**src/rtl/uart_pkg.sv**
```systemverilog
// Shared types and constants for the UART receive controller: FSM states,
// register map, STATUS/CTRL bit positions and the reset baud divisor.
package uart_pkg;

  localparam int unsigned FRAME_W = 10;
  localparam int unsigned DATA_W  = 8;
  localparam int unsigned BRD_W   = 16;
  localparam int unsigned REG_W   = 32;
  localparam int unsigned ADDR_W  = 2;

  // 50 MHz system clock, 9600 baud
  localparam logic [BRD_W-1:0] BRD_RST_DEFAULT = 16'd5208;

  localparam logic [ADDR_W-1:0] ADDR_DATA   = 2'd0;
  localparam logic [ADDR_W-1:0] ADDR_STATUS = 2'd1;
  localparam logic [ADDR_W-1:0] ADDR_BRD    = 2'd2;
  localparam logic [ADDR_W-1:0] ADDR_CTRL   = 2'd3;

  localparam int unsigned STS_NOT_EMPTY = 0;
  localparam int unsigned STS_FULL      = 1;
  localparam int unsigned STS_FRAME_ERR = 2;
  localparam int unsigned STS_OVERRUN   = 3;
  localparam int unsigned STS_COUNT_LSB = 4;
  localparam int unsigned STS_COUNT_W   = 5;

  localparam int unsigned CTRL_RX_EN  = 0;
  localparam int unsigned CTRL_IRQ_EN = 1;

  typedef enum logic [1:0] {
    ST_IDLE,
    ST_CAPTURE,
    ST_ACK,
    ST_WAIT_CLR
  } rx_state_e;

  // Frame as delivered by the receiver, start bit in the LSB
  typedef struct packed {
    logic              stop;
    logic [DATA_W-1:0] data;
    logic              start;
  } rx_frame_t;

  function automatic logic frame_bad(input rx_frame_t f);
    return f.start | ~f.stop;
  endfunction

endpackage

```
**src/rtl/uart_sync_fifo.sv**
```systemverilog
// Synchronous FIFO for received bytes. A push into a full FIFO only lands
// when a pop happens in the same cycle; a pop from an empty FIFO is ignored.
module uart_sync_fifo #(
  parameter int unsigned DEPTH = 4,
  parameter int unsigned WIDTH = 8
) (
  input  logic                     clk,
  input  logic                     rst,
  input  logic                     push,
  input  logic                     pop,
  input  logic [WIDTH-1:0]         din,
  output logic [WIDTH-1:0]         dout,
  output logic                     full,
  output logic                     empty,
  output logic [$clog2(DEPTH):0]   count
);

  localparam int unsigned PTR_W = $clog2(DEPTH);
  localparam int unsigned CNT_W = PTR_W + 1;

  logic [WIDTH-1:0] mem [DEPTH];
  logic [PTR_W-1:0] wr_ptr_q;
  logic [PTR_W-1:0] rd_ptr_q;
  logic [CNT_W-1:0] count_q;
  logic [CNT_W-1:0] count_d;
  logic             full_q;
  logic             empty_q;
  logic             do_push_c;
  logic             do_pop_c;

  assign do_pop_c  = pop & ~empty_q;
  assign do_push_c = push & (~full_q | do_pop_c);
  assign count_d   = count_q + CNT_W'(do_push_c) - CNT_W'(do_pop_c);

  // Pointers wrap naturally because DEPTH is a power of two
  always_ff @(posedge clk or negedge rst) begin
    if (!rst) begin
      wr_ptr_q <= '0;
      rd_ptr_q <= '0;
      count_q  <= '0;
      full_q   <= 1'b0;
      empty_q  <= 1'b1;
    end else begin
      if (do_push_c) wr_ptr_q <= wr_ptr_q + PTR_W'(1);
      if (do_pop_c)  rd_ptr_q <= rd_ptr_q + PTR_W'(1);
      count_q <= count_d;
      full_q  <= (count_d == CNT_W'(DEPTH));
      empty_q <= (count_d == '0);
    end
  end

  always_ff @(posedge clk) begin
    if (do_push_c) mem[wr_ptr_q] <= din;
  end

  assign dout  = mem[rd_ptr_q];
  assign full  = full_q;
  assign empty = empty_q;
  assign count = count_q;

endmodule

```
**src/rtl/uart_rx_ctrl.sv**
```systemverilog
// UART receive controller: captures frames from the receiver into a byte
// FIFO and exposes DATA/STATUS/BRD/CTRL registers plus a level interrupt.
module uart_rx_ctrl
  import uart_pkg::*;
#(
  parameter int unsigned      DEPTH   = 4,
  parameter logic [BRD_W-1:0] BRD_RST = BRD_RST_DEFAULT
) (
  input  logic               clk,
  input  logic               rst,
  input  logic               rx_done,
  input  logic [FRAME_W-1:0] rx_frame,
  output logic               rx_get,
  output logic [BRD_W-1:0]   brd,
  input  logic               cs,
  input  logic               we,
  input  logic [ADDR_W-1:0]  addr,
  input  logic [REG_W-1:0]   wdata,
  output logic [REG_W-1:0]   rdata,
  output logic               irq
);

  localparam int unsigned CNT_W = $clog2(DEPTH) + 1;

  rx_state_e          state_q;
  rx_state_e          state_d;
  rx_frame_t          frame_q;
  logic               capture_c;
  logic               push_c;
  logic               rx_get_q;

  logic               rx_en_q;
  logic               irq_en_q;
  logic               frame_err_q;
  logic               overrun_q;
  logic [BRD_W-1:0]   brd_q;
  logic [REG_W-1:0]   rdata_q;
  logic               irq_q;

  logic               rd_c;
  logic               wr_c;
  logic               pop_c;
  logic               ferr_set_c;
  logic               ovr_set_c;
  logic               sts_wr_c;
  logic [REG_W-1:0]   status_c;
  logic [REG_W-1:0]   rd_word_c;

  logic [DATA_W-1:0]  fifo_dout;
  logic               fifo_full;
  logic               fifo_empty;
  logic [CNT_W-1:0]   fifo_count;

  // Only the low half of wdata carries register fields
  logic               unused_wdata;
  assign unused_wdata = ^wdata[REG_W-1:BRD_W];

  assign rd_c       = cs & ~we;
  assign wr_c       = cs & we;
  assign pop_c      = rd_c & (addr == ADDR_DATA) & ~fifo_empty;
  assign sts_wr_c   = wr_c & (addr == ADDR_STATUS);
  assign ferr_set_c = push_c & frame_bad(frame_q);
  assign ovr_set_c  = push_c & fifo_full & ~pop_c;

  // Frame handshake state register
  always_ff @(posedge clk or negedge rst) begin
    if (!rst) begin
      state_q  <= ST_IDLE;
      rx_get_q <= 1'b0;
    end else begin
      state_q  <= state_d;
      rx_get_q <= (state_d == ST_ACK);
    end
  end

  always_comb begin
    state_d   = state_q;
    capture_c = 1'b0;
    push_c    = 1'b0;
    case (state_q)
      ST_IDLE: begin
        if (rx_en_q && rx_done) begin
          capture_c = 1'b1;
          state_d   = ST_CAPTURE;
        end
      end
      ST_CAPTURE: begin
        push_c  = 1'b1;
        state_d = ST_ACK;
      end
      ST_ACK: begin
        state_d = ST_WAIT_CLR;
      end
      ST_WAIT_CLR: begin
        if (!rx_done) state_d = ST_IDLE;
      end
      default: begin
        state_d = ST_IDLE;
      end
    endcase
  end

  always_ff @(posedge clk or negedge rst) begin
    if (!rst) begin
      frame_q <= '0;
    end else if (capture_c) begin
      frame_q <= rx_frame_t'(rx_frame);
    end
  end

  uart_sync_fifo #(
    .DEPTH (DEPTH),
    .WIDTH (DATA_W)
  ) u_fifo (
    .clk   (clk),
    .rst   (rst),
    .push  (push_c),
    .pop   (pop_c),
    .din   (frame_q.data),
    .dout  (fifo_dout),
    .full  (fifo_full),
    .empty (fifo_empty),
    .count (fifo_count)
  );

  // Sticky flags: a set event in the same cycle beats a write-1-to-clear
  always_ff @(posedge clk or negedge rst) begin
    if (!rst) begin
      frame_err_q <= 1'b0;
      overrun_q   <= 1'b0;
    end else begin
      frame_err_q <= ferr_set_c | (frame_err_q & ~(sts_wr_c & wdata[STS_FRAME_ERR]));
      overrun_q   <= ovr_set_c  | (overrun_q   & ~(sts_wr_c & wdata[STS_OVERRUN]));
    end
  end

  always_ff @(posedge clk or negedge rst) begin
    if (!rst) begin
      brd_q    <= BRD_RST;
      rx_en_q  <= 1'b1;
      irq_en_q <= 1'b0;
    end else if (wr_c) begin
      if (addr == ADDR_BRD && wdata[BRD_W-1:0] != '0) begin
        brd_q <= wdata[BRD_W-1:0];
      end
      if (addr == ADDR_CTRL) begin
        rx_en_q  <= wdata[CTRL_RX_EN];
        irq_en_q <= wdata[CTRL_IRQ_EN];
      end
    end
  end

  always_comb begin
    status_c                                  = '0;
    status_c[STS_NOT_EMPTY]                   = ~fifo_empty;
    status_c[STS_FULL]                        = fifo_full;
    status_c[STS_FRAME_ERR]                   = frame_err_q;
    status_c[STS_OVERRUN]                     = overrun_q;
    status_c[STS_COUNT_LSB +: STS_COUNT_W]    = STS_COUNT_W'(fifo_count);
  end

  always_comb begin
    rd_word_c = '0;
    case (addr)
      ADDR_DATA: begin
        if (!fifo_empty) rd_word_c = REG_W'(fifo_dout);
      end
      ADDR_STATUS: rd_word_c = status_c;
      ADDR_BRD:    rd_word_c = REG_W'(brd_q);
      ADDR_CTRL: begin
        rd_word_c[CTRL_RX_EN]  = rx_en_q;
        rd_word_c[CTRL_IRQ_EN] = irq_en_q;
      end
      default: rd_word_c = '0;
    endcase
  end

  // Read data and interrupt are registered; rdata holds between reads
  always_ff @(posedge clk or negedge rst) begin
    if (!rst) begin
      rdata_q <= '0;
      irq_q   <= 1'b0;
    end else begin
      if (rd_c) rdata_q <= rd_word_c;
      irq_q <= irq_en_q & (~fifo_empty | frame_err_q | overrun_q);
    end
  end

  assign rx_get = rx_get_q;
  assign brd    = brd_q;
  assign rdata  = rdata_q;
  assign irq    = irq_q;

endmodule

```
**config.mk**
```make
export PLATFORM = sky130hd
export DESIGN_NAME = uart_rx_ctrl
export DESIGN_NICKNAME = d
export VERILOG_FILES = /design/src/rtl/uart_pkg.sv /design/src/rtl/uart_sync_fifo.sv /design/src/rtl/uart_rx_ctrl.sv
export SDC_FILE = /design/constraint.sdc
export NUM_CORES = 1
export LEC_CHECK = 0
export BUFFER_PORTS_ARGS = -buffer_cell sky130_fd_sc_hd__buf_2
export CORE_ASPECT_RATIO = 1.1
export CORE_MARGIN = 2
export CORE_UTILIZATION = 25
export DETAILED_ROUTE_END_ITERATION = 16
export SLEW_MARGIN = 20
export SYNTH_ARGS = -nofsm -noshare
export SYNTH_HDL_FRONTEND = slang
export SYNTH_SLANG_ARGS = --single-unit
```
**constraint.sdc**
```tcl
create_clock -name clk -period 2.65 [get_ports clk]
set_input_delay 0.1325 -clock clk [delete_from_list [all_inputs] [get_ports clk]]
set_output_delay 0.1325 -clock clk [all_outputs]
set_load 0.05 [all_outputs]
```
==> impl_metrics.yaml <==
outcome:
  outcome: "completed"
routing:
  route.detailed.drc: 0
  drt-total-wl_microns: 8220
  drt_iter0_drc: 117
  routedWlPerCell_microns: 15.4
  ant_nets: 0
  dr.pass1.iters: 4
  vias: 2309
  viasPerCell: 4.32
synthesis:
  async_flop_share: 0.648
  syn_inst: 261
  avgSynthCellArea_sq_um: 14.8
  synth.largest_area_cell: "dfrtp_1"
  synth_ff_type: "dfrtp_1"
  yosys_register_bits: 91
  ys_types: 41
  ys_seq_area_frac: 0.633
  synth_warnings: 0
  yosys-top-cells-area: "dfrtp_1, edfxtp_1, mux2_2, dfstp_2, buf_4"
  synth_edf_count: 32
  syn_area_sq_mm: 0.00386
  synth_top_area_frac: 0.337
grt:
  grt-ovfl-total: 0
  grt_pass1_wl_microns: 12900
  grt_pass1_vias: 2380
  antenna_found_initial: 0
  grt_util_all_layers: 0.104
  grt_start_max_net_pins: 34
die:
  die-area_sq_mm: 0.0165
  core_area_sq_mm: 0.0151
  rows: 47
  die_x_microns: 123
  die_y_microns: 134
  ios: 99
  start_util: 0.257
setup_path:
  crit_top_cell: "inv_1"
  worstSetupPathType: "flip-flop to flip-flop"
  start_kind: "flip-flop"
  cp_num_buf_inv: 3
  critPathMaxFanout: 4
  critPathCaptureType: "flip-flop"
  cp_top_family: "simple AND/OR/NAND/NOR gates"
  critical_path.cell_chain: "or4_4, inv_1, ha_1, inv_1, ha_1, inv_1, fa_2, xnor2_1, xnor2_1, nor3b_2"
  cpPeakStageDelay_ns: 0.54
  cpMaxStageDelayCell: "or4_4"
  crit_required_ns: 2.91
  arrival_ns: 2.74
power_and_ir_drop:
  ir_drop_uv: 483
  fin_total_pwr_mw: 4.96
  p_per_area_mw_per_mm2: 1060
  leakage_nw: 2.00
clocking:
  cts_made_buffers: 9
  h-tree-depth: 3
  cts_sinks: 91
  cts_tree: "built"
  cts_buffer_depth: 2
  cts_root_buf: "clkbuf_16"
  clkTransAtPathRegs_ns: 0.07
  clk_latency_ns: 0.34
sta:
  slew_headroom: 0.600
  clock_skew_ns: 0.00724
  hold-worst-slack_ns: 0.0216
  layout_worst_path_cycle_share: 0.936
  setup-tns-final_ns: 0
  layout_min_cycle_time_ns: 2.48
  hold_viol_final: 0
  drv_slew: 0
  fmax_mhz: 403
  worst_pin_slew_ns: 0.600
  setup_violations: 0
placement:
  dpl.hpwl_microns: 6130
  placed_cells: 516
  gp_congestion: 0.791
  io_buffer_count: 66
worst_hold_path:
  min_path_type: "input pin to flip-flop"
cells_and_area:
  areaGrowthSynthToFinish_pct: 21.4
  nets: 390
  drive_above_1_share: 0.407
  antenna_cells: 0
  fillers: 1527
  instances_no_fill: 535
run:
  maxCapViolCount: 0
## worst register-to-register path, cell delays in order (launching register included)
cell and delay (ns):
dfstp_2 0.38, or4_4 0.54, inv_1 0.09, ha_1 0.22, inv_1 0.06, ha_1 0.13
inv_1 0.05, fa_2 0.33, xnor2_1 0.14, xnor2_1 0.25, nor3b_2 0.21
## synth_stat cells, types with 5 or more instances
library cell   n
a221oi_1       7
a22o_1         9
and2_1         5
buf_2          5
buf_4         16
clkbuf_1       6
dfrtp_1       52
dfstp_2        7
edfxtp_1      32
ha_1           6
inv_1          9
mux2_2        30
mux2i_1       10
nand2_1        5
nor2_1         5
o21a_1         5
o21ai_0        8
o22a_1         5
xnor2_1        5
## what timing repair did
item,CTS,global route
hold endpoints to repair,23,0
buffers inserted,0,2
hold buffers,1,0
endpoints found under the setup margin,0,2
gates resized for setup,0,2
## report_power, final
group	internal, mW	total (mW)	switching [mW]
clock network	0.751	1.30	0.547
logic	0.584	1.47	0.886
registers	1.91	2.19	0.288
total	3.24	4.96	1.72
## final timing paths
| kind | startpoint | to | slack (ns) | cells past startpoint |
|---|---|---|---|---|
| setup / recovery | u_fifo.empty | u_fifo.full | 0.17 | 10 |
| setup reg to reg | u_fifo.empty | u_fifo.full | 0.17 | 10 |
| max in group asynchronous | rst | u_fifo.empty | 1.42 | 3 |
| hold reg to reg | rdata[3] | rdata[3] | 0.50 | 1 |
| hold / removal | rx_frame[3] | frame_q[3] | 0.02 | 2 |
| min in group asynchronous | rst | brd[11] | 0.33 | 2 |
## routing by layer
layer	global-route usage	share of wire
met5	0	0
met2	0.175	0.49
met1	0.127	0.44
met4	0.0287	0.011
met3	0.0323	0.058
## stage by stage
stage	setup WS, ns	instance area (sq um)	utilization
final	0.170	4690	0.312
after global routing	-0.0379	4690	0.312
after floorplan	0.132	3920	-
after CTS	0.0648	4670	0.310
after detailed placement	0.0966	4360	0.289
after global placement	0.168	4360	0.289
## cells in the final DEF, fill, tap and decap left out, drive strengths merged, types with 5 or more instances in the layout
cell type,Yosys,routed
o22a,5,5
nand4,5,5
and2,5,5
conb,1,16
xnor2,5,5
a221oi,7,7
o21a,5,5
mux2,31,31
ha,6,6
edfxtp,32,32
dfrtp,52,52
a22o,9,9
dfstp,7,7
inv,9,13
buf,23,75
o21ai,8,8
clkbuf,6,10
nor2,5,5
nand2,5,5
mux2i,10,10
## kinds of logic after synthesis
group,synth area share
fa+ha+maj,0.0246
flops,0.633
compound gates,0.0813
other cells,0.000971
xor+xnor,0.0113
simple gates,0.0557
mux,0.135
buf+inv,0.0580
## state kept, by name, indices dropped and copies added (netlist names), 2 cells and up
signal and cells:
u_fifo.mem 32, brd 16, rdata 16, frame_q 10
u_fifo.count 3, state_q 2, u_fifo.rd_ptr_q 2, u_fifo.wr_ptr_q 2
## area by class of cell
cell class                      count  area, sq um  share of cell area
Clock inverter                      6         68.8              0.0147
Inverter                            9         33.8             0.00720
Clock buffer                       10          233              0.0496
Multi-Input combinational cell    147         1260               0.268
Sequential cell                    91         2450               0.521
Tap cell                          196          245              0.0523
Timing Repair Buffer               76          408              0.0870
(Power assumes the default switching activity.)
